[config.mk]
export PLATFORM = sky130hd
export DESIGN_NAME = pipelined_divider
export DESIGN_NICKNAME = d
export VERILOG_FILES = /design/src/rtl/pipe_arith_pkg.sv /design/src/rtl/div_stage.sv /design/src/rtl/pipelined_divider.sv
export SDC_FILE = /design/constraint.sdc
export NUM_CORES = 1
export LEC_CHECK = 0
export BUFFER_PORTS_ARGS = -buffer_cell sky130_fd_sc_hd__buf_4
export CAP_MARGIN = 10
export CELL_PAD_IN_SITES_DETAIL_PLACEMENT = 1
export CELL_PAD_IN_SITES_GLOBAL_PLACEMENT = 2
export CORE_AREA = 2 2 73 145
export CTS_CLUSTER_DIAMETER = 30
export DETAILED_ROUTE_END_ITERATION = 7
export DIE_AREA = 0 0 75 147
export PLACE_DENSITY_LB_ADDON = 0.05
export SETUP_SLACK_MARGIN = 0.5
export SYNTH_ARGS = -nofsm -noshare
export SYNTH_HDL_FRONTEND = slang
export SYNTH_SLANG_ARGS = --single-unit
[constraint.sdc]
create_clock -name clk -period 3.7 [get_ports clk]
set_input_delay 0.185 -clock clk [delete_from_list [all_inputs] [get_ports clk]]
set_output_delay 0.185 -clock clk [all_outputs]
set_load 0.005 [all_outputs]
[src/rtl/pipe_arith_pkg.sv]
// Shared constants and stage payload for the pipelined arithmetic datapath.
// Optional macro PIPE_DIV_ZERO_FLAG_EN adds the per-stage divide-by-zero flag.
package pipe_arith_pkg;

    localparam int DW     = 8;
    localparam int VW     = 4;
    localparam int BPS    = 2;
    localparam int STAGES = DW / BPS;

    typedef struct packed {
        logic          valid;
        logic [VW:0]   rem;
        logic [DW-1:0] quo;
        logic [DW-1:0] dvd;
        logic [VW-1:0] div;
`ifdef PIPE_DIV_ZERO_FLAG_EN
        logic          zflag;
`endif
    } stage_t;

    // Bring the next dividend bit into the partial remainder.
    function automatic logic [VW:0] shift_in(input logic [VW:0] rem, input logic bit_in);
        return {rem[VW-1:0], bit_in};
    endfunction

endpackage

[src/rtl/div_stage.sv]
// One restoring-division stage: resolves BPS quotient bits, then registers the payload.
// Divide-by-zero skips the subtractor so q collects ones and rem collects the dividend bits.
module div_stage
    import pipe_arith_pkg::*;
(
    input  logic   clk,
    input  logic   rst_n,
    input  stage_t i_stage,
    output stage_t o_stage
);

    stage_t      w_next;
    logic [VW:0] w_shift;

    // Resolve BPS quotient bits MSB first by trial subtraction.
    always_comb begin
        w_next  = i_stage;
        w_shift = '0;
        for (int b = 0; b < BPS; b++) begin
            w_shift    = shift_in(w_next.rem, w_next.dvd[DW-1]);
            w_next.dvd = {w_next.dvd[DW-2:0], 1'b0};
            if (i_stage.div == '0) begin
                w_next.rem = w_shift;
                w_next.quo = {w_next.quo[DW-2:0], 1'b1};
            end else if (w_shift >= {1'b0, i_stage.div}) begin
                w_next.rem = w_shift - {1'b0, i_stage.div};
                w_next.quo = {w_next.quo[DW-2:0], 1'b1};
            end else begin
                w_next.rem = w_shift;
                w_next.quo = {w_next.quo[DW-2:0], 1'b0};
            end
        end
    end

    // Stage register; reset clears the valid bit along with the data.
    always_ff @(posedge clk) begin
        if (!rst_n) begin
            o_stage <= '0;
        end else begin
            o_stage <= w_next;
        end
    end

endmodule

[src/rtl/pipelined_divider.sv]
// Four-stage pipelined unsigned 8-by-4 divider with registered, bubble-gated outputs.
// Optional macro PIPE_DIV_ZERO_FLAG_EN exposes the div_zero output.
module pipelined_divider
    import pipe_arith_pkg::*;
(
    input  logic          clk,
    input  logic          rst_n,
    input  logic          in_valid,
    input  logic [DW-1:0] x,
    input  logic [VW-1:0] y,
    output logic          out_valid,
    output logic [DW-1:0] q,
    output logic [VW-1:0] r
`ifdef PIPE_DIV_ZERO_FLAG_EN
    ,
    output logic          div_zero
`endif
);

    stage_t w_head;
    stage_t w_stage [STAGES];
    stage_t w_tail;
    logic   w_unused_tail;

    // Build the payload entering the first stage.
    always_comb begin
        w_head       = '0;
        w_head.valid = in_valid;
        w_head.dvd   = x;
        w_head.div   = y;
`ifdef PIPE_DIV_ZERO_FLAG_EN
        w_head.zflag = (y == '0);
`endif
    end

    for (genvar i = 0; i < STAGES; i++) begin : g_stage
        if (i == 0) begin : g_first
            div_stage u_stage (
                .clk     (clk),
                .rst_n   (rst_n),
                .i_stage (w_head),
                .o_stage (w_stage[i])
            );
        end else begin : g_rest
            div_stage u_stage (
                .clk     (clk),
                .rst_n   (rst_n),
                .i_stage (w_stage[i-1]),
                .o_stage (w_stage[i])
            );
        end
    end

    assign w_tail        = w_stage[STAGES-1];
    assign w_unused_tail = ^{w_tail.rem[VW], w_tail.dvd, w_tail.div};

    // Output register; bubbles read as all zeros.
    always_ff @(posedge clk) begin
        if (!rst_n) begin
            out_valid <= 1'b0;
            q         <= '0;
            r         <= '0;
`ifdef PIPE_DIV_ZERO_FLAG_EN
            div_zero  <= 1'b0;
`endif
        end else if (w_tail.valid) begin
            out_valid <= 1'b1;
            q         <= w_tail.quo;
            r         <= w_tail.rem[VW-1:0];
`ifdef PIPE_DIV_ZERO_FLAG_EN
            div_zero  <= w_tail.zflag;
`endif
        end else begin
            out_valid <= 1'b0;
            q         <= '0;
            r         <= '0;
`ifdef PIPE_DIV_ZERO_FLAG_EN
            div_zero  <= 1'b0;
`endif
        end
    end

endmodule

**Word-level counts from Yosys, hierarchy flattened**

Index checks and enable logic that the tools add are counted.

- Register bits after elaboration: 96
- Logic and storage cells: 61

- Add/subtract/negate cells: 8
- Order comparisons: 8
- Muxes and demuxes: 17
- Reductions and logical operators: 5

Operators by type and width:

| cell | count |
|---|---|
| $mux W12 | 16 |
| $ge A5 B4 Y1 | 7 |
| $sub A4 B4 Y4 | 7 |
| $logic_not A4 Y1 | 4 |
| $ge A1 B4 Y1 | 1 |
| $sub A1 B4 Y4 | 1 |
| $reduce_and A2 Y1 | 1 |
| $mux W1 | 1 |

**Depth between registers and ports, before layout**

Gate-level depths: netlist of the first run.

- Word-level depth: 6
- Depth in mapped cells: 14

**By module**

Synthesis of the first run repeated with hierarchy kept, for this count alone.

- Cell total of the unflattened synthesis: 524
- Area, all modules: 5218.8 µm²

Modules (own cells, without submodules):

| module | instances | cells an instance | area each (µm²) | seq. area each (µm²) |
|---|---|---|---|---|
| div_stage at g_stage[0].g_first.u_stage ... | 3 | 123 | 1206.2 | 480.5 |
| div_stage at g_stage[1].g_rest.u_stage | 1 | 126 | 1231.2 | 480.5 |
| pipelined_divider | 1 | 29 | 369.1 | 260.2 |

**Least setup slack after synthesis of the first run**

Ideal clock, no wire load.

- Kind: flip-flop to flip-flop
- Start point: register g_stage[2].g_rest.u_stage.o_stage[2] (netlist name)
- End point: register g_stage[3].g_rest.u_stage.o_stage[20] (netlist name)
- Library setup time: 0.079 ns
- Arrival time: 2.858 ns
- Data required time: 3.621 ns
- Setup slack: 0.762 ns
- Stages on the path, launching flop included: 13
- Path buffers: 0
- Clock period less this slack: 2.938 ns
- Cells stage by stage: dfxtp_1 inv_1 ha_1 o21ai_0 o21a_1 nor3_1 or2_2 ha_1 a211oi_1 o21bai_1 and4bb_1 nor2_2 a211oi_2

- Longest elaborated chain between the ends: 6

Ends and longest elaborated chain:

| what | RTL line | source |
|---|---|---|
| start: declaration | div_stage.sv:9 | `output stage_t o_stage` |
| start signal: assignment | div_stage.sv:40 | `o_stage <= w_next;` |
| $sub A4 B4 Y4 or $ge A5 B4 Y1 (tied branches) | div_stage.sv:26, div_stage.sv:25 |  |
| $mux W12 | div_stage.sv:25 | `end else if (w_shift >= {1'b0, i_stage.div}) begin` |
| $mux W12 | div_stage.sv:22 | `if (i_stage.div == '0) begin` |
| $ge A5 B4 Y1 | div_stage.sv:25 |  |
| $mux W12 | div_stage.sv:25 |  |
| $mux W12 (*) | div_stage.sv:22 |  |
| end signal: assignment | div_stage.sv:40 |  |
| end: declaration | div_stage.sv:9 |  |

Mark *: on every way between the ends. The rest lies on a longest branch, timed or not.
A chain may end at the register's enable or synchronous reset.

**Final worst setup path of the first run**

- Start point: register g_stage[0].g_first.u_stage.o_stage[3] (netlist name)
- End point: register g_stage[1].g_rest.u_stage.o_stage[22] (netlist name)

- Longest elaborated chain between the ends: 6

Ends and longest elaborated chain:

| what | RTL line |
|---|---|
| start: declaration | div_stage.sv:9 |
| start signal: assignment | div_stage.sv:40 |
| $ge A5 B4 Y1 or $sub A4 B4 Y4 (tied branches) | div_stage.sv:25, div_stage.sv:26 |
| $mux W12 | div_stage.sv:25 |
| $mux W12 | div_stage.sv:22 |
| $sub A4 B4 Y4 or $ge A5 B4 Y1 (tied branches) | div_stage.sv:26, div_stage.sv:25 |
| $mux W12 | div_stage.sv:25 |
| $mux W12 (*) | div_stage.sv:22 |
| end signal: assignment | div_stage.sv:40 |
| end: declaration | div_stage.sv:9 |

Marks and branches as above.

==> results of run 1 <==
==> routing by layer <==
layer	global-route usage	wire (um)	vias up
met5	0	0	-
met2	0.2851	4533	33
li1	-	-	1418
met4	0.06696	112	0
met3	0.03361	241	7
met1	0.2285	4034	1385
==> final cells by class <==
type                       instances  area [um^2]
tap                              135        168.9
fill                            1130         5234
multi-input combinational        263         2221
clock inverter                     6        112.6
timing repair buffer              42        319.1
sequential                        77         1551
inverter                          32        122.6
clock buffer                       9        225.2
==> state kept, by name, summed over array words and instances (netlist names) <==
signal                           flops
r                                    4
g_stage.g_rest.u_stage.o_stage      47
q                                    8
g_stage.g_first.u_stage.o_stage     17
out_valid                            1
==> what timing repair did <==
action                                  4_1_cts  5_1_grt
buffers inserted                              2       11
resized for setup                            12       29
pin swaps                                     3        8
endpoints found under the setup margin       10       16
cloned                                        0        0
==> worst max-delay path by stage <==
stage / slack [ns] / cells after the start / to / start
6_report: 0.58 / 13 / g_stage[1].g_rest.u_stage.o_stage[22] / g_stage[0].g_first.u_stage.o_stage[3]
5_1_grt: 0.46 / 13 / g_stage[1].g_rest.u_stage.o_stage[22] / g_stage[0].g_first.u_stage.o_stage[1]
2_1_floorplan: 0.76 / 12 / g_stage[3].g_rest.u_stage.o_stage[20] / g_stage[2].g_rest.u_stage.o_stage[2]
3_3_place_gp: 0.36 / 12 / g_stage[3].g_rest.u_stage.o_stage[20] / g_stage[2].g_rest.u_stage.o_stage[0]
4_1_cts: 0.50 / 12 / g_stage[1].g_rest.u_stage.o_stage[22] / g_stage[0].g_first.u_stage.o_stage[1]
3_5_place_dp: 0.29 / 12 / g_stage[3].g_rest.u_stage.o_stage[20] / g_stage[2].g_rest.u_stage.o_stage[0]
==> power by group <==
part	internal [mW]	switching, mW
combinational	0.398	0.438
clock	0.656	0.329
sequential	0.900	0.0371
total	1.95	0.805
==> kinds of logic (layout without fill, tap and decap cells) <==
kind of cell	Yosys count	after routing	synth area share
flops	77	77	0.4070
xor+xnor	10	10	0.02312
compound gates	79	79	0.1569
simple gates	129	129	0.2081
fa+ha+maj	37	37	0.1361
mux	8	8	0.02279
buf+inv	44	89	0.04592
==> placed cells by master (no fill, tap or decap), types with 9 or more instances in the layout <==
cell,n
o211ai_1,9
and3_1,12
buf_4,41
clkbuf_16,9
nor2_1,23
ha_1,23
dfxtp_1,71
and2_1,34
nand2_1,14
a21oi_1,17
o21ai_0,10
inv_1,26
==> flow_summary.yaml, run 1 <==
clock_tree:
  holdBufCountCts: 0
  numCtsBuffers: 9
  clockBufferDepth: 2
  cts_num_sinks: 77
  clkLatencyLatePin_ns: 0.33
  cts_tree: "yes"
  htreeDepth: 3
  clk_pin_slew_ns: 0.06
  clockRootBuffer: "clkbuf_16"
critical_path:
  cp-end-kind: "register"
  crit_arrival_ns: 3.32
  worstPathCellList: "inv_2 -> ha_2 -> or4_4 -> a21oi_4 -> nor3_4 -> buf_6 -> mux2_4 -> ha_4 -> o21ai_0 -> o211a_1 -> a31oi_4 -> buf_4 -> a211oi_2"
  max_stage_delay_ns: 0.52
  criticalPathCategory: "reg -> reg"
  start_kind: "register"
  critPathRequiredTime_ns: 3.90
  crit_fanout: 8
  path_delay_family: "compound AO/OA/AOI/OAI gates"
  r2r_cells: 13
  r2r_end: "g_stage[1].g_rest.u_stage.o_stage[22]"
  crit_buf_inv: 3
  r2r_start: "g_stage[0].g_first.u_stage.o_stage[3]"
  critPathSlowestCell: "or4_4"
  reg2reg_setup_slack_ns: 0.58
placement:
  portBuffers: 27
  dpl_cell_area_um2: 4120
  dp_hpwl_mm: 6.316
  placed_cells: 536
  gp_congestion: 0.8115
  place_ws_ns: 0.2947
timing:
  slew_headroom: 0.5409
  fmax_mhz: 320.5
  hold-worst-slack_ns: 0.05724
  clock_skew_ns: 0.004198
  rsz0062_at_grt: "false"
  drv_slew: 0
  worst-slew-pin-transition_ns: 0.6835
  hold_viol: 0
  period_share: 0.8432
  final-setup-viol-count: 0
  final.setup.tns_ns: 0
  period_needed_ns: 3.120
  postLayoutSetupSlackWorst_ns: 0.5802
global_routing:
  track_usage: 0.1768
  first_global_vias: 3020
  grt_max_degree: 62
  antenna_found_initial: 0
  grt-ovfl-total: 0
  grt_pass1_wl_mm: 14.99
logic_synthesis:
  synth_edf_count: 0
  yosysMostFrequentCell: "dfxtp_1"
  synth_common_cells: "dfxtp_1 (77), and2_1 (34), inv_1 (31), ha_1 (30), nor2_1 (23)"
  syn_area_um2: 3787
  ys.warnings.count: 0
  yosys_register_bits: 77
  syn_nets: 436
  yosys.area.top_type: "dfxtp_1"
  synthCells: 384
  synth.top_cell.area_share: 0.4070
  ys_top_cells_by_area: "dfxtp_1 (41%), ha_1 (9.9%), and2_1 (5.6%)"
  synth_cell_types: 61
  synth-async-reset-ratio: 0
  avgSynthCellArea_um2: 9.863
  synthFlopType: "dfxtp_1"
  ys_seq_area_frac: 0.4070
die:
  ioPinCount: 28
  initial_core_util: 0.3805
  die_area_um2: 11030
  rows: 52
  fp.dieW_um: 75
  core_um2: 9955
  die_h_um: 147
routing:
  dr_total_vias: 2843
  drt-initial-drc-count: 100
  drc: 0
  postRouteAntennaNets: 0
  wire_per_inst_um: 15.82
  dr.pass1.iters: 4
  wl_mm: 8.922
  via_per_inst: 5.041
worst_hold_path:
  hp-class: "in -> reg"
  worstHoldEndpoint: "g_stage[0].g_first.u_stage.o_stage[13]"
  min_from: "y[3]"
  hold_depth: 2
pwr:
  p_leak_nw: 1.945
  peakVddDrop_mv: 0.2868
  finalPower_mw: 2.759
  pwr_density_cell_nw_per_um2: 584.4
layout:
  nNetsFinal: 477
  syn_to_final_growth_pct: 24.64
  layout-drive-gt1-share: 0.2541
  utilization: 0.4742
  antennaDiodeCount: 0
  final_area_um2: 4721
  instances_no_fill: 564
flow_run:
  drv_cap: 0
outcome:
  status: "finished, final reports clean"
(Power assumes the default switching activity.)
==> run 2: changes to the inputs <==
--- a/config.mk
+++ b/config.mk
@@ -5,14 +5,15 @@
 export SDC_FILE = /design/constraint.sdc
 export NUM_CORES = 1
 export LEC_CHECK = 0
+export ABC_AREA = 1
 export BUFFER_PORTS_ARGS = -buffer_cell sky130_fd_sc_hd__buf_4
 export CAP_MARGIN = 10
 export CELL_PAD_IN_SITES_DETAIL_PLACEMENT = 1
 export CELL_PAD_IN_SITES_GLOBAL_PLACEMENT = 2
-export CORE_AREA = 2 2 73 145
+export CORE_AREA = 2 2 81 160
 export CTS_CLUSTER_DIAMETER = 30
 export DETAILED_ROUTE_END_ITERATION = 7
-export DIE_AREA = 0 0 75 147
+export DIE_AREA = 0 0 83 162
 export PLACE_DENSITY_LB_ADDON = 0.05
 export SETUP_SLACK_MARGIN = 0.5
 export SYNTH_ARGS = -nofsm -noshare
==> constraint.sdc (replaced) <==
create_clock -name clk -period 2.7 [get_ports clk]
set_input_delay 0.135 -clock clk [delete_from_list [all_inputs] [get_ports clk]]
set_output_delay 0.135 -clock clk [all_outputs]
set_load 0.005 [all_outputs]
==> flow_summary.yaml, run 2 <==
outcome:
  status: "finished, final reports clean"
critical_path:
  worstPathCellList: "inv_4 -> buf_4 -> fa_1 -> xnor2_1 -> nand2_2 -> o21ai_2 -> inv_2 -> ha_4 -> nand4_1 -> nand2_2 -> a21oi_4 -> nand3_4 -> nand2_2 -> nand2_1 -> nand2_1 -> nor2_1"
  r2r_cells: 16
  critPathRequiredTime_ns: 2.93
  cp_common_cell: "nand2_2"
  reg2reg_setup_slack_ns: 0.19
  crit_arrival_ns: 2.74
  r2r_start: "g_stage[0].g_first.u_stage.o_stage[1]"
  crit_fanout: 8
  cp-end-kind: "register"
  critPathSlowestCell: "fa_1"
  criticalPathCategory: "reg -> reg"
  max_stage_delay_ns: 0.43
  start_kind: "register"
  r2r_end: "g_stage[1].g_rest.u_stage.o_stage[23]"
timing:
  slew_headroom: 0.6749
  rsz0062_at_grt: "true"
  period_needed_ns: 2.508
  drv_slew: 0
  hold_viol: 0
  final-setup-viol-count: 0
  postLayoutSetupSlackWorst_ns: 0.1918
  fmax_mhz: 398.7
  hold-worst-slack_ns: 0.003629
  period_share: 0.9289
  worst-slew-pin-transition_ns: 0.4877
  clock_skew_ns: 0.01089
logic_synthesis:
  synth.top_cell.area_share: 0.4020
  synth_cell_types: 28
  synth_simple_gate_area_frac: 0.2581
  synth_xor_area_frac: 0.02284
  syn_area_um2: 3835
  synth_edf_count: 0
  syn_nets: 548
  synthFlopType: "dfxtp_1"
  synthAdderAreaFrac: 0.1344
  synth_top_family_by_area: "simple AND/OR/NAND/NOR gates"
  yosys.area.top_type: "dfxtp_1"
  avgSynthCellArea_um2: 7.732
  synthCells: 496
  synth_compound_area_frac: 0.05775
  ys_seq_area_frac: 0.4020
  yosys_register_bits: 77
  ys_top_cells_by_area: "dfxtp_1 (40%), inv_1 (11%), nand2_1 (11%)"
  muxShareOfSynthArea: 0
  yosysMostFrequentCell: "inv_1"
  synth_common_cells: "inv_1 (114), nand2_1 (112), dfxtp_1 (77), nor2_1 (48), ha_1 (30)"
  ys.warnings.count: 0
  synth-async-reset-ratio: 0
worst_hold_path:
  hp-class: "in -> reg"
  worstHoldEndpoint: "g_stage[0].g_first.u_stage.o_stage[11]"
  min_from: "x[5]"
  hold_depth: 3
flow_run:
  drv_cap: 0
layout:
  final_common_cell: "inv_1"
  regMostFlops: "g_stage.g_rest.u_stage.o_stage"
  nNetsFinal: 631
  largest_reg_flops: 47
  layout-drive-gt1-share: 0.4110
  final_cell_mix: "inv_1 (97), nand2_1 (86), buf_4 (76)"
  final_area_um2: 5527
  reg.largest.list: "g_stage.g_rest.u_stage.o_stage (47), g_stage.g_first.u_stage.o_stage (17), q (8)"
  fill_cells: 1455
  antennaDiodeCount: 0
  syn_to_final_growth_pct: 44.11
  utilization: 0.4532
pwr:
  p_sw_frac: 0.3707
  clockPowerShare: 0.264
  pwr_density_cell_nw_per_um2: 804.4
  p_leak_nw: 2.757
  intPower_mw: 2.798
  p_seq_frac: 0.297
  peakVddDrop_mv: 0.3644
  comb_power_share: 0.438
  switchingPower_mw: 1.648
clock_tree:
  cts_tree: "yes"
  htreeDepth: 3
  clkLatencyLatePin_ns: 0.34
  clockRootBuffer: "clkbuf_16"
  cts_num_sinks: 77
  numCtsBuffers: 9
  clockBufferDepth: 2
  clk_pin_slew_ns: 0.06
global_routing:
  track_usage: 0.1590
  grt_pass1_wl_mm: 16.64
  first_global_vias: 3468
  grt_max_degree: 46
  antenna_found_initial: 0
  grt-ovfl-total: 0
routing:
  wire_per_inst_um: 14.03
  dr.max_layer_used: "met4"
  wl_mm: 10.25
  dr_total_vias: 3259
  drt-initial-drc-count: 72
  met3_wirelength_um: 147
  drc: 0
  wl_met1_mm: 3.128
  via_per_inst: 4.458
  postRouteAntennaNets: 0
  dr.pass1.iters: 3
  dr_wl_met2_mm: 6.521
die:
  core_um2: 12200
  die_area_um2: 13450
  initial_core_util: 0.3145
  rows: 57
  fp.dieW_um: 83
  ioPinCount: 28
  die_h_um: 162
placement:
  place_ws_ns: -0.1957
  dp_hpwl_mm: 7.751
  gp_congestion: 0.7774
  dpl_cell_area_um2: 4504
  portBuffers: 27
==> run 2: cell types whose count changed after synthesis, sizes merged, moves of 8 or more <==
cell / change
nand2: +110
inv: +85
and2: -33
nor2: +25
nand3: +21
and3: -12
nor3: -9
a211oi: -8
nand2b: -8
o211ai: -8
==> run 2: how the worst max path moves through the flow <==
stage,startpoint,to,slack (ns),cells past startpoint
after floorplan,g_stage[2].g_rest.u_stage.o_stage[2],g_stage[3].g_rest.u_stage.o_stage[20],0.36,19
after global placement,y[0],g_stage[0].g_first.u_stage.o_stage[21],-0.19,20
after detailed placement,y[0],g_stage[0].g_first.u_stage.o_stage[21],-0.20,20
after CTS,g_stage[2].g_rest.u_stage.o_stage[2],g_stage[3].g_rest.u_stage.o_stage[22],0.20,20
after global routing,g_stage[0].g_first.u_stage.o_stage[2],g_stage[1].g_rest.u_stage.o_stage[23],-0.01,21
final,g_stage[0].g_first.u_stage.o_stage[1],g_stage[1].g_rest.u_stage.o_stage[23],0.19,16
==> run 2: kinds of logic (layout without fill, tap and decap cells) <==
logic type,Yosys count,in the layout
AO/OA/AOI/OAI,38,38
XOR/XNOR,10,10
adder cells (fa/ha/maj),37,37
buffers and inverters,127,215
flip-flops,77,77
AND/OR/NAND/NOR,207,207
==> run 2: repair_timing <==
item | 4_1_cts | 5_1_grt
setup endpoints to repair | 20 | 19
endpoints found under the hold margin | 3 | 0
pin swaps | 46 | 29
setup buffers | 27 | 10
resized for setup | 77 | 32
hold buffers | 3 | 0
==> run 2: layout make-up <==
type                    count  area, um^2  area share
repair buffers             80       611.8      0.1107
well taps                 147       183.9     0.03328
flip-flops and latches     77        1569      0.2839
inverters                 119       470.5     0.08513
multi-input cells         292        2402      0.4347
clock buffers               9       225.2     0.04075
clock inverters             7       63.81     0.01155
==> run 2: routing by layer <==
metal,global-route usage,up-vias
li1,-,1645
met1,0.1319,1549
met2,0.3449,39
met3,0.01982,26
met4,0.08048,0
met5,0,-
==> run 2: worst max-delay path, delay by kind of cell, from the launching register on <==
family	cells	cell delay [ns]
and+or+nand+nor	8	0.68
AOI/OAI and AO/OA	2	0.21
DFF	1	0.38
xor gates and xnor gates	1	0.21
adders and majority gates	2	0.67
buffers and inverters	3	0.25
==> run 2: power by group through the flow <==
stage	Sequential, mW	Combinational, mW	Clock [mW]
global route	1.34	2.17	1.27
detailed placement	1.35	1.38	0
CTS	1.33	1.78	1.22
floorplan	1.32	1.05	0
finish	1.32	1.95	1.18
global placement	1.35	1.35	0
==> run 2: per-stage QoR <==
stage | power, mW | TNS (ns) | std cells
after CTS | 4.329 | 0 | 721
after floorplan | 2.375 | 0 | 496
after global placement | 2.696 | -0.6735 | 675
after detailed placement | 2.727 | -0.7513 | 675
final | 4.446 | 0 | 731
after global routing | 4.772 | -0.01593 | 731
==> run 3: changes to the inputs <==
--- a/config.mk
+++ b/config.mk
@@ -10,11 +10,12 @@
 export CAP_MARGIN = 10
 export CELL_PAD_IN_SITES_DETAIL_PLACEMENT = 1
 export CELL_PAD_IN_SITES_GLOBAL_PLACEMENT = 2
-export CORE_AREA = 2 2 81 160
+export CORE_AREA = 2 2 145 90
 export CTS_CLUSTER_DIAMETER = 30
 export DETAILED_ROUTE_END_ITERATION = 7
-export DIE_AREA = 0 0 83 162
+export DIE_AREA = 0 0 147 92
 export PLACE_DENSITY_LB_ADDON = 0.05
+export RECOVER_POWER = 25
 export SETUP_SLACK_MARGIN = 0.5
 export SYNTH_ARGS = -nofsm -noshare
 export SYNTH_HDL_FRONTEND = slang
==> flow_summary.yaml, run 3 (synthesized netlist as in run 2, its figures left out) <==
outcome:
  status: "finished with violations"
  violations: "max-capacitance violations, max-slew violations"
layout:
  instances_no_fill: 763
  largest_reg_flops: 47
  layout-drive-gt1-share: 0.4098
  regMostFlops: "g_stage.g_rest.u_stage.o_stage"
  syn_to_final_growth_pct: 46.98
  nNetsFinal: 640
  antennaDiodeCount: 0
  final_common_cell: "inv_1"
  final_cell_mix: "inv_1 (96), nand2_1 (82), buf_4 (81)"
  utilization: 0.4541
  reg.largest.list: "g_stage.g_rest.u_stage.o_stage (47), g_stage.g_first.u_stage.o_stage (17), q (8)"
  final_area_um2: 5637
routing:
  dr.pass1.iters: 4
  postRouteAntennaNets: 0
  wl_mm: 9.815
  drc: 0
  wire_per_inst_um: 12.86
  drt-initial-drc-count: 106
  dr_total_vias: 3214
  via_per_inst: 4.212
global_routing:
  first_global_vias: 3302
  track_usage: 0.1523
  grt_max_degree: 37
  grt_pass1_wl_mm: 16.16
  grtUsageMet2: 0.2250
  grt-ovfl-total: 0
  grtUsageMet3: 0.03831
  met1_usage: 0.2212
  busiest_layer: "met2"
  antenna_found_initial: 0
flow_run:
  drv_cap: 1
critical_path:
  crit_fanout: 6
  criticalPathCategory: "reg -> reg"
  cp-startpoint: "g_stage[2].g_rest.u_stage.o_stage[2]"
  crit_arrival_ns: 2.76
  start_kind: "register"
  cp-end-kind: "register"
  r2r_end: "g_stage[3].g_rest.u_stage.o_stage[22]"
  r2r_cells: 21
  endpoint: "g_stage[3].g_rest.u_stage.o_stage[22]"
  r2r_start: "g_stage[2].g_rest.u_stage.o_stage[2]"
  critPathRequiredTime_ns: 2.92
  reg2reg_setup_slack_ns: 0.16
pwr:
  pwr_density_cell_nw_per_um2: 808.5
  p_seq_frac: 0.291
  p_sw_frac: 0.3616
  p_leak_nw: 2.819
  switchingPower_mw: 1.648
  finalPower_mw: 4.557
  peakVddDrop_mv: 0.2896
  comb_power_share: 0.431
  intPower_mw: 2.909
  clockPowerShare: 0.279
timing:
  final-setup-viol-count: 0
  clock_skew_ns: 0.006472
  worst-slew-pin-transition_ns: 1.696
  hold-worst-slack_ns: 0.01031
  fmax_mhz: 393.6
  slew_headroom: -0.1307
  rsz0062_at_grt: "true"
  hold_viol: 0
  period_needed_ns: 2.540
  final.setup.tns_ns: 0
  period_share: 0.9409
  drv_slew: 37
  postLayoutSetupSlackWorst_ns: 0.1596
die:
  initial_core_util: 0.3090
  die_h_um: 92
  die_area_um2: 13520
  core_um2: 12410
  ioPinCount: 28
  rows: 32
  fp.dieW_um: 147
clock_tree:
  clkLatencyLatePin_ns: 0.34
  clockRootBuffer: "clkbuf_16"
  cts_num_sinks: 77
  cts_tree: "yes"
  clockBufferDepth: 2
  numCtsBuffers: 9
  htreeDepth: 3
  clk_pin_slew_ns: 0.06
worst_hold_path:
  hp-class: "in -> reg"
placement:
  portBuffers: 27
  placed_cells: 693
  gp_congestion: 0.7587
  dpl_cell_area_um2: 4496
  dp_hpwl_mm: 7.002
  place_ws_ns: -0.01159
==> run 3: changes by cell type in the layout (fill, tap and decap cells not counted), sizes merged <==
cell / delta
buf: +5
bufinv: +1
clkbuf: +1
clkinvlp: -2
dlygate4sd3: +3
inv: +1
==> run 3: what timing repair did <==
item / 4_1_cts / 5_1_grt
hold buffers: 6 / 0
pin swaps: 39 / 55
setup endpoints to repair: 19 / 20
gates resized for setup: 55 / 55
hold endpoints to repair: 6 / 0
buffers inserted: 26 / 22
==> run 3: power by group through the flow <==
stage                     clock network [mW]  logic, mW  registers (mW)
final                                   1.27       1.96            1.33
after global routing                    1.38       2.17            1.34
after CTS                               1.31       1.66            1.32
after detailed placement                   0       1.33            1.34
after global placement                     0       1.30            1.34
after floorplan                            0       1.05            1.32
==> run 3: final cells by class <==
type | count | area [um^2]
fill | 1485 | 6775
multi-input combinational | 292 | 2386
sequential | 77 | 1564
timing repair buffer | 89 | 683.2
inverter | 119 | 479.2
clock buffer | 9 | 225.2
tap | 170 | 212.7
clock inverter | 7 | 86.33
==> run 3: how the worst min path moves through the flow <==
stage | start | end | slack [ns] | cells after the start
6_report | x[2] | g_stage[0].g_first.u_stage.o_stage[8] | 0.01 | 3
5_1_grt | x[2] | g_stage[0].g_first.u_stage.o_stage[8] | 0.01 | 3
4_1_cts | x[2] | g_stage[0].g_first.u_stage.o_stage[8] | 0.0002 | 3
3_5_place_dp | in_valid | g_stage[0].g_first.u_stage.o_stage[25] | 0.33 | 3
3_3_place_gp | x[0] | g_stage[0].g_first.u_stage.o_stage[6] | 0.32 | 3
2_1_floorplan | y[1] | g_stage[0].g_first.u_stage.o_stage[1] | 0.23 | 2
==> run 3: routing by layer <==
metal,wire [um],share of wire,vias to the layer above
met1,5350,0.55,1506
met5,0,0,-
met4,102,0.010,0
met2,4140,0.42,27
li1,-,-,1672
met3,223,0.023,9
==> run 3: critical path, stage by stage (launching register included) <==
cell and delay (ns):
dfxtp_2 0.35, inv_4 0.04, ha_4 0.28, nand2_2 0.06
clkinv_2 0.04, nand2_2 0.04, nand2_2 0.05, nand2_2 0.06
nand2_4 0.09, nand2_8 0.09, buf_6 0.14, o21ai_2 0.11
inv_2 0.07, ha_4 0.25, nand4_1 0.08, nand2_1 0.07
a21oi_2 0.15, nand3_4 0.15, nand2_4 0.13, nand2_2 0.07
nand2_1 0.05, nor2_1 0.07
